[src/rtl/vga_sync_decoder.sv]
// Rebuilds VGA timing-generator counters from sampled HS/VS, verifies line/frame
// geometry, and reports recovered pixel coordinates plus lock/error status.
module vga_sync_decoder #(
    parameter int H_TOTAL     = 800,
    parameter int V_TOTAL     = 525,
    parameter int H_SYNC_LEN  = 97,
    parameter int H_ACT_LO    = 145,
    parameter int H_ACT_HI    = 783,
    parameter int V_ACT_LO    = 35,
    parameter int V_ACT_HI    = 515,
    parameter int H_X_OFF     = 144,
    parameter int V_Y_OFF     = 35,
    parameter int LOCK_FRAMES = 2
) (
    input  logic        CLOCK_50,
    input  logic        reset_n,
    input  logic        pix_en,
    input  logic        vga_hs,
    input  logic        vga_vs,
    output logic [11:0] x,
    output logic [11:0] y,
    output logic        active,
    output logic        locked,
    output logic        frame_start,
    output logic        err,
    output logic [1:0]  err_code
);
    localparam int CW = $clog2(LOCK_FRAMES + 1);
    localparam logic [11:0]   H_LAST = 12'(H_TOTAL - 1);
    localparam logic [11:0]   V_LAST = 12'(V_TOTAL - 1);
    localparam logic [11:0]   H_SYNC = 12'(H_SYNC_LEN);
    localparam logic [11:0]   H_LO   = 12'(H_ACT_LO);
    localparam logic [11:0]   H_HI   = 12'(H_ACT_HI);
    localparam logic [11:0]   V_LO   = 12'(V_ACT_LO);
    localparam logic [11:0]   V_HI   = 12'(V_ACT_HI);
    localparam logic [11:0]   X_OFF  = 12'(H_X_OFF);
    localparam logic [11:0]   Y_OFF  = 12'(V_Y_OFF);
    localparam logic [CW-1:0] LOCK_N = CW'(LOCK_FRAMES);

    typedef enum logic [1:0] {SEARCH, MEASURE, LOCKED} state_t;

    state_t        state, state_n;
    logic [CW-1:0] clean, clean_n;
    logic [11:0]   hcount, vcount, hs_low;
    logic [11:0]   hcount_n, vcount_n, hs_low_n;
    logic          hs_q, vs_q_line;
    logic          hfall, hrise, fs;
    logic          e_frame, e_line, e_hs, err_hit, active_n;
    logic [1:0]    code;

    // Counter reconstruction; all terms are only committed on a pix_en sample.
    always_comb begin
        hfall    = hs_q & ~vga_hs;
        hrise    = ~hs_q & vga_hs;
        fs       = hfall & ~vga_vs & vs_q_line;
        hcount_n = hfall ? 12'd0 : ((&hcount) ? hcount : hcount + 12'd1);
        vcount_n = vcount;
        if (hfall)
            vcount_n = fs ? 12'd0 : ((&vcount) ? vcount : vcount + 12'd1);
        hs_low_n = hs_low;
        if (hfall)
            hs_low_n = 12'd1;
        else if (!vga_hs && !(&hs_low))
            hs_low_n = hs_low + 12'd1;
    end

    always_comb begin
        e_frame = (state != SEARCH) & fs    & (vcount != V_LAST);
        e_line  = (state != SEARCH) & hfall & (hcount != H_LAST);
        e_hs    = (state != SEARCH) & hrise & (hs_low != H_SYNC);
        err_hit = pix_en & (e_frame | e_line | e_hs);
        code    = e_frame ? 2'd3 : (e_line ? 2'd1 : 2'd2);
    end

    always_comb begin
        state_n = state;
        clean_n = clean;
        if (pix_en) begin
            case (state)
                SEARCH: begin
                    if (fs) begin
                        state_n = MEASURE;
                        clean_n = '0;
                    end
                end
                MEASURE: begin
                    if (err_hit) begin
                        state_n = SEARCH;
                        clean_n = '0;
                    end else if (fs) begin
                        clean_n = clean + CW'(1);
                        if (clean_n == LOCK_N)
                            state_n = LOCKED;
                    end
                end
                LOCKED: begin
                    if (err_hit) begin
                        state_n = SEARCH;
                        clean_n = '0;
                    end
                end
                default: begin
                    state_n = SEARCH;
                    clean_n = '0;
                end
            endcase
        end
    end

    // Active window is judged on the post-update counters and post-update lock.
    assign active_n = (state_n == LOCKED) &
                      (hcount_n >= H_LO) & (hcount_n <= H_HI) &
                      (vcount_n >= V_LO) & (vcount_n <= V_HI);

    always_ff @(posedge CLOCK_50 or negedge reset_n) begin
        if (!reset_n) begin
            state <= SEARCH;
            clean <= '0;
        end else begin
            state <= state_n;
            clean <= clean_n;
        end
    end

    always_ff @(posedge CLOCK_50 or negedge reset_n) begin
        if (!reset_n) begin
            hcount    <= '0;
            vcount    <= '0;
            hs_low    <= '0;
            hs_q      <= 1'b1;
            vs_q_line <= 1'b1;
        end else if (pix_en) begin
            hcount <= hcount_n;
            vcount <= vcount_n;
            hs_low <= hs_low_n;
            hs_q   <= vga_hs;
            if (hfall)
                vs_q_line <= vga_vs;
        end
    end

    always_ff @(posedge CLOCK_50 or negedge reset_n) begin
        if (!reset_n) begin
            x           <= '0;
            y           <= '0;
            active      <= 1'b0;
            locked      <= 1'b0;
            frame_start <= 1'b0;
            err         <= 1'b0;
            err_code    <= 2'd0;
        end else begin
            frame_start <= pix_en & fs;
            err         <= err_hit;
            if (pix_en) begin
                locked <= (state_n == LOCKED);
                active <= active_n;
                x      <= active_n ? hcount_n - X_OFF : 12'd0;
                y      <= active_n ? vcount_n - Y_OFF : 12'd0;
                if (err_hit)
                    err_code <= code;
            end
        end
    end
endmodule

[config.mk]
export PLATFORM = sky130hd
export DESIGN_NAME = vga_sync_decoder
export DESIGN_NICKNAME = d
export VERILOG_FILES = /design/src/rtl/vga_sync_decoder.sv
export SDC_FILE = /design/constraint.sdc
export NUM_CORES = 1
export LEC_CHECK = 0
export BUFFER_PORTS_ARGS = -buffer_cell sky130_fd_sc_hd__buf_4
export CORE_MARGIN = 2
export CORE_UTILIZATION = 65
export DETAILED_ROUTE_END_ITERATION = 10
export PLACE_DENSITY = 0.82
export SYNTH_ARGS = -nofsm -noshare
export SYNTH_HDL_FRONTEND = slang
export SYNTH_SLANG_ARGS = --single-unit
[constraint.sdc]
create_clock -name CLOCK_50 -period 4.66 [get_ports CLOCK_50]
set_clock_uncertainty 0.1 [all_clocks]
set_input_delay 1.398 -clock CLOCK_50 [delete_from_list [all_inputs] [get_ports CLOCK_50]]
set_output_delay 1.398 -clock CLOCK_50 [all_outputs]
set_load 0.01 [all_outputs]
==> results.yml, run 1 <==
status:
  status: "finished clean"
route:
  drt-total-wl_um: 11300
  viasPerCell: 6.29
  first_iter_violations: 410
  drc: 0
  dr.pass1.iters: 6
  ant_nets: 0
  wl_per_cell_um: 17.6
  via_count: 4044
yosys:
  synth_top_family_by_area: "compound AO/OA/AOI/OAI gates"
  synthMuxAreaShare_pct: 4.04
  synth-edff-count: 0
  ys_types: 78
  synth_seq_cells: 72
  synth_flop_cell: "dfrtp_1"
  synth-compound-area-share_pct: 22.4
  synth_simple_gate_area_share_pct: 20.7
  seq_area_frac_synth_pct: 37.6
  synth.avg_cell_area_sq_um: 9.15
  synthXorXnorAreaFrac_pct: 4.75
  ys_warn_count: 0
  syn_area_sq_um: 4800
  synth_fp_nets: 538
  synth_fa_ha_area_share_pct: 2.35
  netlist_instances: 524
  synthArstFlopShare_pct: 100
floorplanning:
  io_pins: 35
  die_h_um: 89.9
  start_util_pct: 66.5
  coreArea_sq_um: 7210
  dieArea_sq_um: 8080
  fp-row-count: 31
  die_w_um: 89.9
critical_path:
  start_kind: "input port"
  crit_slowest_cell: "o31ai_1"
  reg2reg_depth: 12
  critPathTopFamily: "compound AO/OA/AOI/OAI gates"
  cp.required_ns: 4.77
  cp_num_cells: 12
  crit_path_max_fanout: 24
  max_stage_delay_ns: 0.44
  worst-setup-path-type: "input port to flip-flop"
  crit_path_end_kind: "flip-flop"
  worstPathArrival_ns: 3.98
  cp_num_buf_inv: 2
  crit_path_cell_trace: "buf_4, nand2b_1, a31oi_4, nor2_1, a21oi_1, nor2_1, ha_1, o31ai_1, a21boi_1, o2111ai_4, buf_4, o22ai_2"
grt:
  grt_start_max_net_pins: 73
  grtUsageTotal_pct: 29.0
  antenna_found_initial: 0
  grt_pass1_vias: 3776
  grt_pass1_wl_um: 19000
  grt-ovfl-total: 0
power_and_ir_drop:
  power_density_nw_per_um2: 357
  leakage_nw: 2.23
  irDropWorstVdd_mv: 0.245
final_layout:
  drive_gt1_share_pct: 19.5
  nets: 553
  final_common_cell: "dfrtp_1"
  final_util_pct: 72.8
  syn2layout_area_growth_pct: 9.42
  layout_common_cells: "dfrtp_1 (70), inv_1 (51), nand2_1 (50)"
  antenna_cells: 0
clocking:
  cts_tree: "built"
  cts-root-buf: "clkbuf_8"
  clock_sinks: 72
  clk_latency_ns: 0.36
  htreeDepth: 3
  cts_resized: 0
  cts_setup_buffers: 0
  path_clk_slew_ns: 0.08
  clk_path_buf_depth: 2
  numCtsBuffers: 9
  cts_hold_buf: 0
sta:
  layout_min_cycle_time_ns: 3.87
  timing_worst_slew_pin_value_ns: 1.00
  tns_ns: 0
  max_freq_mhz: 258
  setup_viol: 0
  relSlewSlack_pct: 32.1
  rsz0062_at_grt: "no"
  hold_viol: 0
  post-route-period-util_pct: 83.1
  slew_viol_final: 0
  worst_hold_slack_ns: 0.375
hold_path:
  hp-class: "flip-flop to flip-flop"
  hold_depth: 2
place:
  numPortBuffers: 34
  dpl.hpwl_um: 7710
  gp_congestion: 0.910
run:
  cap_viol_max_count: 0
-- power by group --
part           total (mW)  internal (mW)  switching (mW)
clock               0.573          0.305           0.269
combinational       0.511          0.218           0.293
sequential          0.788          0.691          0.0971
-- state kept, by name (all words and copies together), names as in the netlist, 2 cells and up --
register and flops:
hs_low 12, vcount 12, hcount 12, x 12
state 2, err_code 2, clean 2, y 12
-- final timing paths --
path | from | to | slack [ns]
worst min register to register | vs_q_line$_DFFE_PN1P_ | vs_q_line$_DFFE_PN1P_ | 0.37
worst max-delay path | vga_hs | y[5]$_DFFE_PN0P_ | 0.79
min in group asynchronous | reset_n | hcount[3]$_DFFE_PN0P_ | 1.05
max in group asynchronous | reset_n | err$_DFF_PN0_ | 2.83
worst min-delay path | vs_q_line$_DFFE_PN1P_ | vs_q_line$_DFFE_PN1P_ | 0.37
worst max register to register | vcount[0]$_DFFE_PN0P_ | y[5]$_DFFE_PN0P_ | 0.89
-- cells in the mapped netlist (12+ instances only) --
cell type  number  share of area [%]
dfrtp_1        70                 37
inv_1          51                4.0
nand2_1        50                3.9
nor2_1         41                3.2
o21ai_0        28                2.9
nand3_1        20                2.1
o22ai_2        19                5.0
xnor2_1        17                3.1
a21oi_1        14                1.5
buf_2          12                1.3
nand4_1        12                1.6
-- cells by family (layout without fill, tap and decap cells) --
group,Yosys count,after routing
buf+inv,87,107
fa+ha+maj,9,9
flops,72,72
mux,18,18
compound gates,125,125
simple gates,187,187
xor+xnor,26,26
-- metrics by stage --
| step | instances | total power [mW] | area (sq um) | worst slack, ns |
|---|---|---|---|---|
| after floorplan | 524 | 1.17 | 4800 | 0.916 |
| after global placement | 627 | 1.28 | 5030 | 0.532 |
| after detailed placement | 627 | 1.30 | 5030 | 0.469 |
| after CTS | 643 | 1.87 | 5250 | 0.833 |
| after global routing | 643 | 1.97 | 5250 | 0.529 |
| final | 643 | 1.87 | 5250 | 0.789 |
-- metal layers --
metal / vias up / part of all wire [%] / wire length [um] / GRT usage [%]
li1: 1906 / - / - / -
met1: 1911 / 44 / 4980 / 42.7
met2: 195 / 46 / 5200 / 43.2
met3: 32 / 7.6 / 855 / 4.86
met4: 0 / 2.4 / 274 / 11.0
met5: - / 0 / 0 / 0
-- worst reg2reg max path: cells and delay by family, from the launching register on --
family                     cells  cell delay [ns]
adders and majority gates      2             0.65
and+or+nand+nor                3             0.52
DFF                            1             0.46
buffers and inverters          1             0.37
AOI/OAI and AO/OA              6             1.51
-- layout make-up --
cell class                      instances  area (sq um)
Multi-Input combinational cell        365          2610
Clock inverter                          6          92.6
Tap cell                               99           124
Clock buffer                           10           128
Fill cell                             563          1970
Inverter                               51           191
Timing Repair Buffer                   40           300
Sequential cell                        72          1800
Note: power is estimated with default switching activity, not from simulation.
==> run 2, diff against run 1 <==
Settings changed: CORE_UTILIZATION 65 to 55, PLACE_DENSITY 0.82 to 0.74.
Clock period 4.66 ns to 3.2 ns, I/O delays scaled along.
==> results.yml, run 2 (synthesis results as in run 1) <==
clocking:
  cts_tree: "built"
  clk_latency_ns: 0.37
  cts_hold_buf: 0
  clk_path_buf_depth: 2
  clock_sinks: 72
  numCtsBuffers: 9
  cts-root-buf: "clkbuf_8"
  path_clk_slew_ns: 0.10
  htreeDepth: 3
final_layout:
  fill_cells: 666
  layout_common_cells: "buf_4 (106), dfrtp_1 (69), inv_1 (50)"
  antenna_cells: 0
  drive_gt1_share_pct: 30.2
  nets: 624
  fin_cells: 723
  syn2layout_area_growth_pct: 21.7
  final_common_cell: "buf_4"
  final_util_pct: 68.0
sta:
  layout_min_cycle_time_ns: 3.14
  setup_viol: 0
  hold_viol: 0
  tns_ns: 0
  timing_worst_slew_pin_value_ns: 0.982
  worst_hold_slack_ns: 0.375
  max_freq_mhz: 318
  post-route-period-util_pct: 98.2
  relSlewSlack_pct: 33.5
  slew_viol_final: 0
status:
  status: "finished clean"
critical_path:
  cp.required_ns: 3.38
  worstPathArrival_ns: 3.32
  start_kind: "flip-flop"
  worst-setup-path-type: "flip-flop to flip-flop"
  crit_path_max_fanout: 6
  crit_path_end_kind: "flip-flop"
  reg2reg_depth: 13
run:
  cap_viol_max_count: 0
place:
  numPortBuffers: 34
  gp_congestion: 0.939
  place_inst: 693
  dpl.hpwl_um: 8840
route:
  via_count: 4367
  viasPerCell: 6.04
  drc: 0
  ant_nets: 0
  dr.pass1.iters: 5
  wl_per_cell_um: 17.3
  drt-total-wl_um: 12500
  first_iter_violations: 472
power_and_ir_drop:
  leakage_nw: 2.58
  p_int_mw: 1.75
  irDropWorstVdd_mv: 0.353
  power.switching_mw: 1.05
  swShare_pct: 37.4
  clock_power_share_pct: 25.3
  power_density_nw_per_um2: 478
  p_comb_share_pct: 34.6
  power_frac_seq_pct: 40.0
floorplanning:
  coreArea_sq_um: 8590
  dieArea_sq_um: 9480
  start_util_pct: 55.8
  die_w_um: 97.4
  io_pins: 35
  fp-row-count: 34
  die_h_um: 97.4
grt:
  antenna_found_initial: 0
  grt-ovfl-total: 0
  grt_start_max_net_pins: 73
  grtUsageTotal_pct: 26.3
  grt_pass1_wl_um: 20500
  grt_pass1_vias: 4149
hold_path:
  hp-class: "flip-flop to flip-flop"
  hold_depth: 2
run 2: cell types whose count changed in the layout (fill, tap and decap cells not counted), sizes merged:
cell and change:
buf +70, inv +3, clkinv -1, bufinv -2
clkinvlp +1
run 2: path summary, 6_finish.rpt:
| kind | to | slack, ns | from |
|---|---|---|---|
| worst max-delay path | x[0]$_DFFE_PN0P_ | 0.06 | hcount[1]$_DFFE_PN0P_ |
| worst min-delay path | vs_q_line$_DFFE_PN1P_ | 0.37 | vs_q_line$_DFFE_PN1P_ |
| worst max register to register | x[0]$_DFFE_PN0P_ | 0.06 | hcount[1]$_DFFE_PN0P_ |
| worst min register to register | vs_q_line$_DFFE_PN1P_ | 0.37 | vs_q_line$_DFFE_PN1P_ |
| max in group asynchronous | hcount[4]$_DFFE_PN0P_ | 1.79 | reset_n |
| min in group asynchronous | x[11]$_DFFE_PN0P_ | 0.60 | reset_n |
run 2: power by group through the flow:
stage               Combinational (mW)  Sequential, mW  Clock, mW
finish                           0.967            1.12      0.708
global route                      1.05            1.13      0.758
CTS                              0.926            1.11      0.717
detailed placement               0.918            1.13          0
global placement                 0.892            1.12          0
floorplan                        0.609            1.10          0
run 2: worst max-delay path: stages (launching register included):
cell and delay, ns:
dfrtp_1 0.38, ha_2 0.23, nand2_4 0.08, or4_4 0.54
a41o_1 0.26, nand2_1 0.07, nand2_2 0.08, inv_2 0.07
ha_1 0.17, nand2_2 0.07, o32ai_4 0.33, o2111ai_4 0.24
buf_12 0.20, o32ai_2 0.24
run 2: cell type report:
class	instances	area, sq um	area share (%)
multi-input combinational	365	2640	45.2
sequential	72	1810	30.9
timing repair buffer	111	883	15.1
inverter	51	191	3.28
tap	108	135	2.31
clock buffer	9	124	2.12
clock inverter	7	60.1	1.03
run 2: metal layers:
metal / vias to the layer above / track usage [%] / wire length, um
met4: 0 / 9.29 / 310
met3: 34 / 4.46 / 734
met5: - / 0 / 0
li1: 2049 / - / -
met1: 2103 / 38.5 / 5580
met2: 181 / 39.6 / 5870
run 2: stage by stage:
step	worst slack (ns)	cell area, sq um	total power, mW
floorplan	0.0391	4800	1.71
global placement	-0.187	5500	2.01
detailed placement	-0.282	5500	2.05
CTS	0.0248	5680	2.76
global route	-0.0761	5840	2.94
finish	0.0572	5840	2.79
run 2: timing repair:
action / in CTS / in global routing
resized for setup: 0 / 11
setup endpoints to repair: 0 / 18
setup buffers: 0 / 13
==> run 3, diff against run 2 <==
Settings changed: CORE_UTILIZATION 55 to 61, PLACE_DENSITY 0.74 to 0.78.
Clock period 3.2 ns to 3.07 ns, I/O delays scaled along.
==> results.yml, run 3 (synthesis results as in run 1) <==
floorplanning:
  dieArea_sq_um: 8590
  start_util_pct: 62.4
  fp-row-count: 32
  io_pins: 35
  coreArea_sq_um: 7690
  die_h_um: 92.7
  die_w_um: 92.7
route:
  wl_per_cell_um: 18.3
  ant_nets: 0
  viasPerCell: 6.02
  drc: 0
  via_count: 4361
  dr.pass1.iters: 7
  first_iter_violations: 384
  drt-total-wl_um: 13300
grt:
  grt_pass1_wl_um: 21500
  grt-ovfl-total: 0
  grtUsageTotal_pct: 31.5
  antenna_found_initial: 0
  grt_start_max_net_pins: 45
  grt_pass1_vias: 4302
clocking:
  clock_sinks: 72
  path_clk_slew_ns: 0.09
  cts_tree: "built"
  htreeDepth: 3
  numCtsBuffers: 9
  cts-root-buf: "clkbuf_8"
  clk_latency_ns: 0.36
  clk_path_buf_depth: 2
sta:
  tns_ns: 0
  setup_viol: 0
  max_freq_mhz: 333
  relSlewSlack_pct: 31.2
  hold_viol: 0
  layout_min_cycle_time_ns: 3.00
  post-route-period-util_pct: 97.7
  slew_viol_final: 0
  timing_worst_slew_pin_value_ns: 1.02
critical_path:
  start_kind: "flip-flop"
  worstPathArrival_ns: 3.19
  crit_path_end_kind: "flip-flop"
  worst-setup-path-type: "flip-flop to flip-flop"
  cp.required_ns: 3.26
  crit_path_max_fanout: 8
final_layout:
  nets: 632
  antenna_cells: 0
  drive_gt1_share_pct: 32.9
  layout_common_cells: "buf_4 (115), dfrtp_1 (68), inv_1 (50)"
  fill_cells: 524
  syn2layout_area_growth_pct: 25.3
  final_common_cell: "buf_4"
place:
  gp_congestion: 0.963
  numPortBuffers: 34
  dpl.hpwl_um: 9340
hold_path:
  hp-class: "flip-flop to flip-flop"
power_and_ir_drop:
  power_density_nw_per_um2: 516
  power.total_mw: 3.10
  irDropWorstVdd_mv: 0.429
  leakage_nw: 2.68
status:
  status: "finished clean"
run:
  cap_viol_max_count: 0
-- run 3: cell count changes in the layout (fill, tap and decap cells not counted), sizes merged --
cell | previous run | this run
clkinvlp | 3 | 2
bufinv | 0 | 2
buf | 110 | 117
clkinv | 0 | 1
inv | 55 | 52
clkbuf | 10 | 12
-- run 3: path summary, 6_finish.rpt --
path | startpoint | to | slack, ns | cells past startpoint
setup reg to reg | hcount[1]$_DFFE_PN0P_ | x[11]$_DFFE_PN0P_ | 0.07 | 13
max in group asynchronous | reset_n | hcount[4]$_DFFE_PN0P_ | 1.80 | 2
hold / removal | vs_q_line$_DFFE_PN1P_ | vs_q_line$_DFFE_PN1P_ | 0.38 | 2
min in group asynchronous | reset_n | x[2]$_DFFE_PN0P_ | 0.43 | 1
setup / recovery | hcount[1]$_DFFE_PN0P_ | x[11]$_DFFE_PN0P_ | 0.07 | 13
hold reg to reg | vs_q_line$_DFFE_PN1P_ | vs_q_line$_DFFE_PN1P_ | 0.38 | 2
-- run 3: area by class of cell --
| type | instances | area [sq um] | area share (%) |
|---|---|---|---|
| clock inverter | 6 | 92.6 | 1.54 |
| timing repair buffer | 119 | 945 | 15.7 |
| tap | 102 | 128 | 2.12 |
| inverter | 51 | 191 | 3.18 |
| sequential | 72 | 1810 | 30.1 |
| clock buffer | 10 | 128 | 2.12 |
| multi-input combinational | 365 | 2720 | 45.3 |
-- run 3: what timing repair did --
item | 4_1_cts | 5_1_grt
setup buffers | 0 | 4
endpoints found under the setup margin | 0 | 24
resized for setup | 0 | 26
hold buffers | 0 | 0
-- run 3: worst max-delay path: stages (launching register included) --
cell	delay, ns
dfrtp_1	0.36
ha_2	0.22
nand2_4	0.07
or4_4	0.54
a41o_1	0.20
nand2_1	0.07
nand2_2	0.08
inv_2	0.06
ha_1	0.16
nand2_2	0.07
o32ai_4	0.32
o2111ai_4	0.29
clkbuf_16	0.27
o22ai_2	0.11
-- run 3: power by group --
part	switching, mW	total (mW)	leakage, nW	internal (mW)
Combinational	0.573	1.07	1.61	0.494
Clock	0.412	0.875	0.103	0.462
Sequential	0.108	1.16	0.967	1.05
-- run 3: per-stage QoR --
step | hold slack, ns | setup WS [ns] | utilization [%] | instance area (sq um) | cells
3_3_place_gp | 0.366 | -0.216 | 73.1 | 5620 | 704
4_1_cts | 0.385 | 0.0648 | 76.0 | 5840 | 720
6_report | 0.382 | 0.0695 | 78.2 | 6010 | 725
3_5_place_dp | 0.371 | -0.294 | 73.1 | 5620 | 704
5_1_grt | 0.401 | -0.0320 | 78.2 | 6010 | 725
2_1_floorplan | 0.349 | 0.00332 | - | 4820 | 524
-- run 3: metal layers --
metal,global-route usage (%),up-vias,share of wire (%)
met2,49.9,170,49
met4,10.9,0,1.3
met3,5.29,19,5.8
li1,-,2057,-
met1,44.1,2115,44
met5,0,-,0
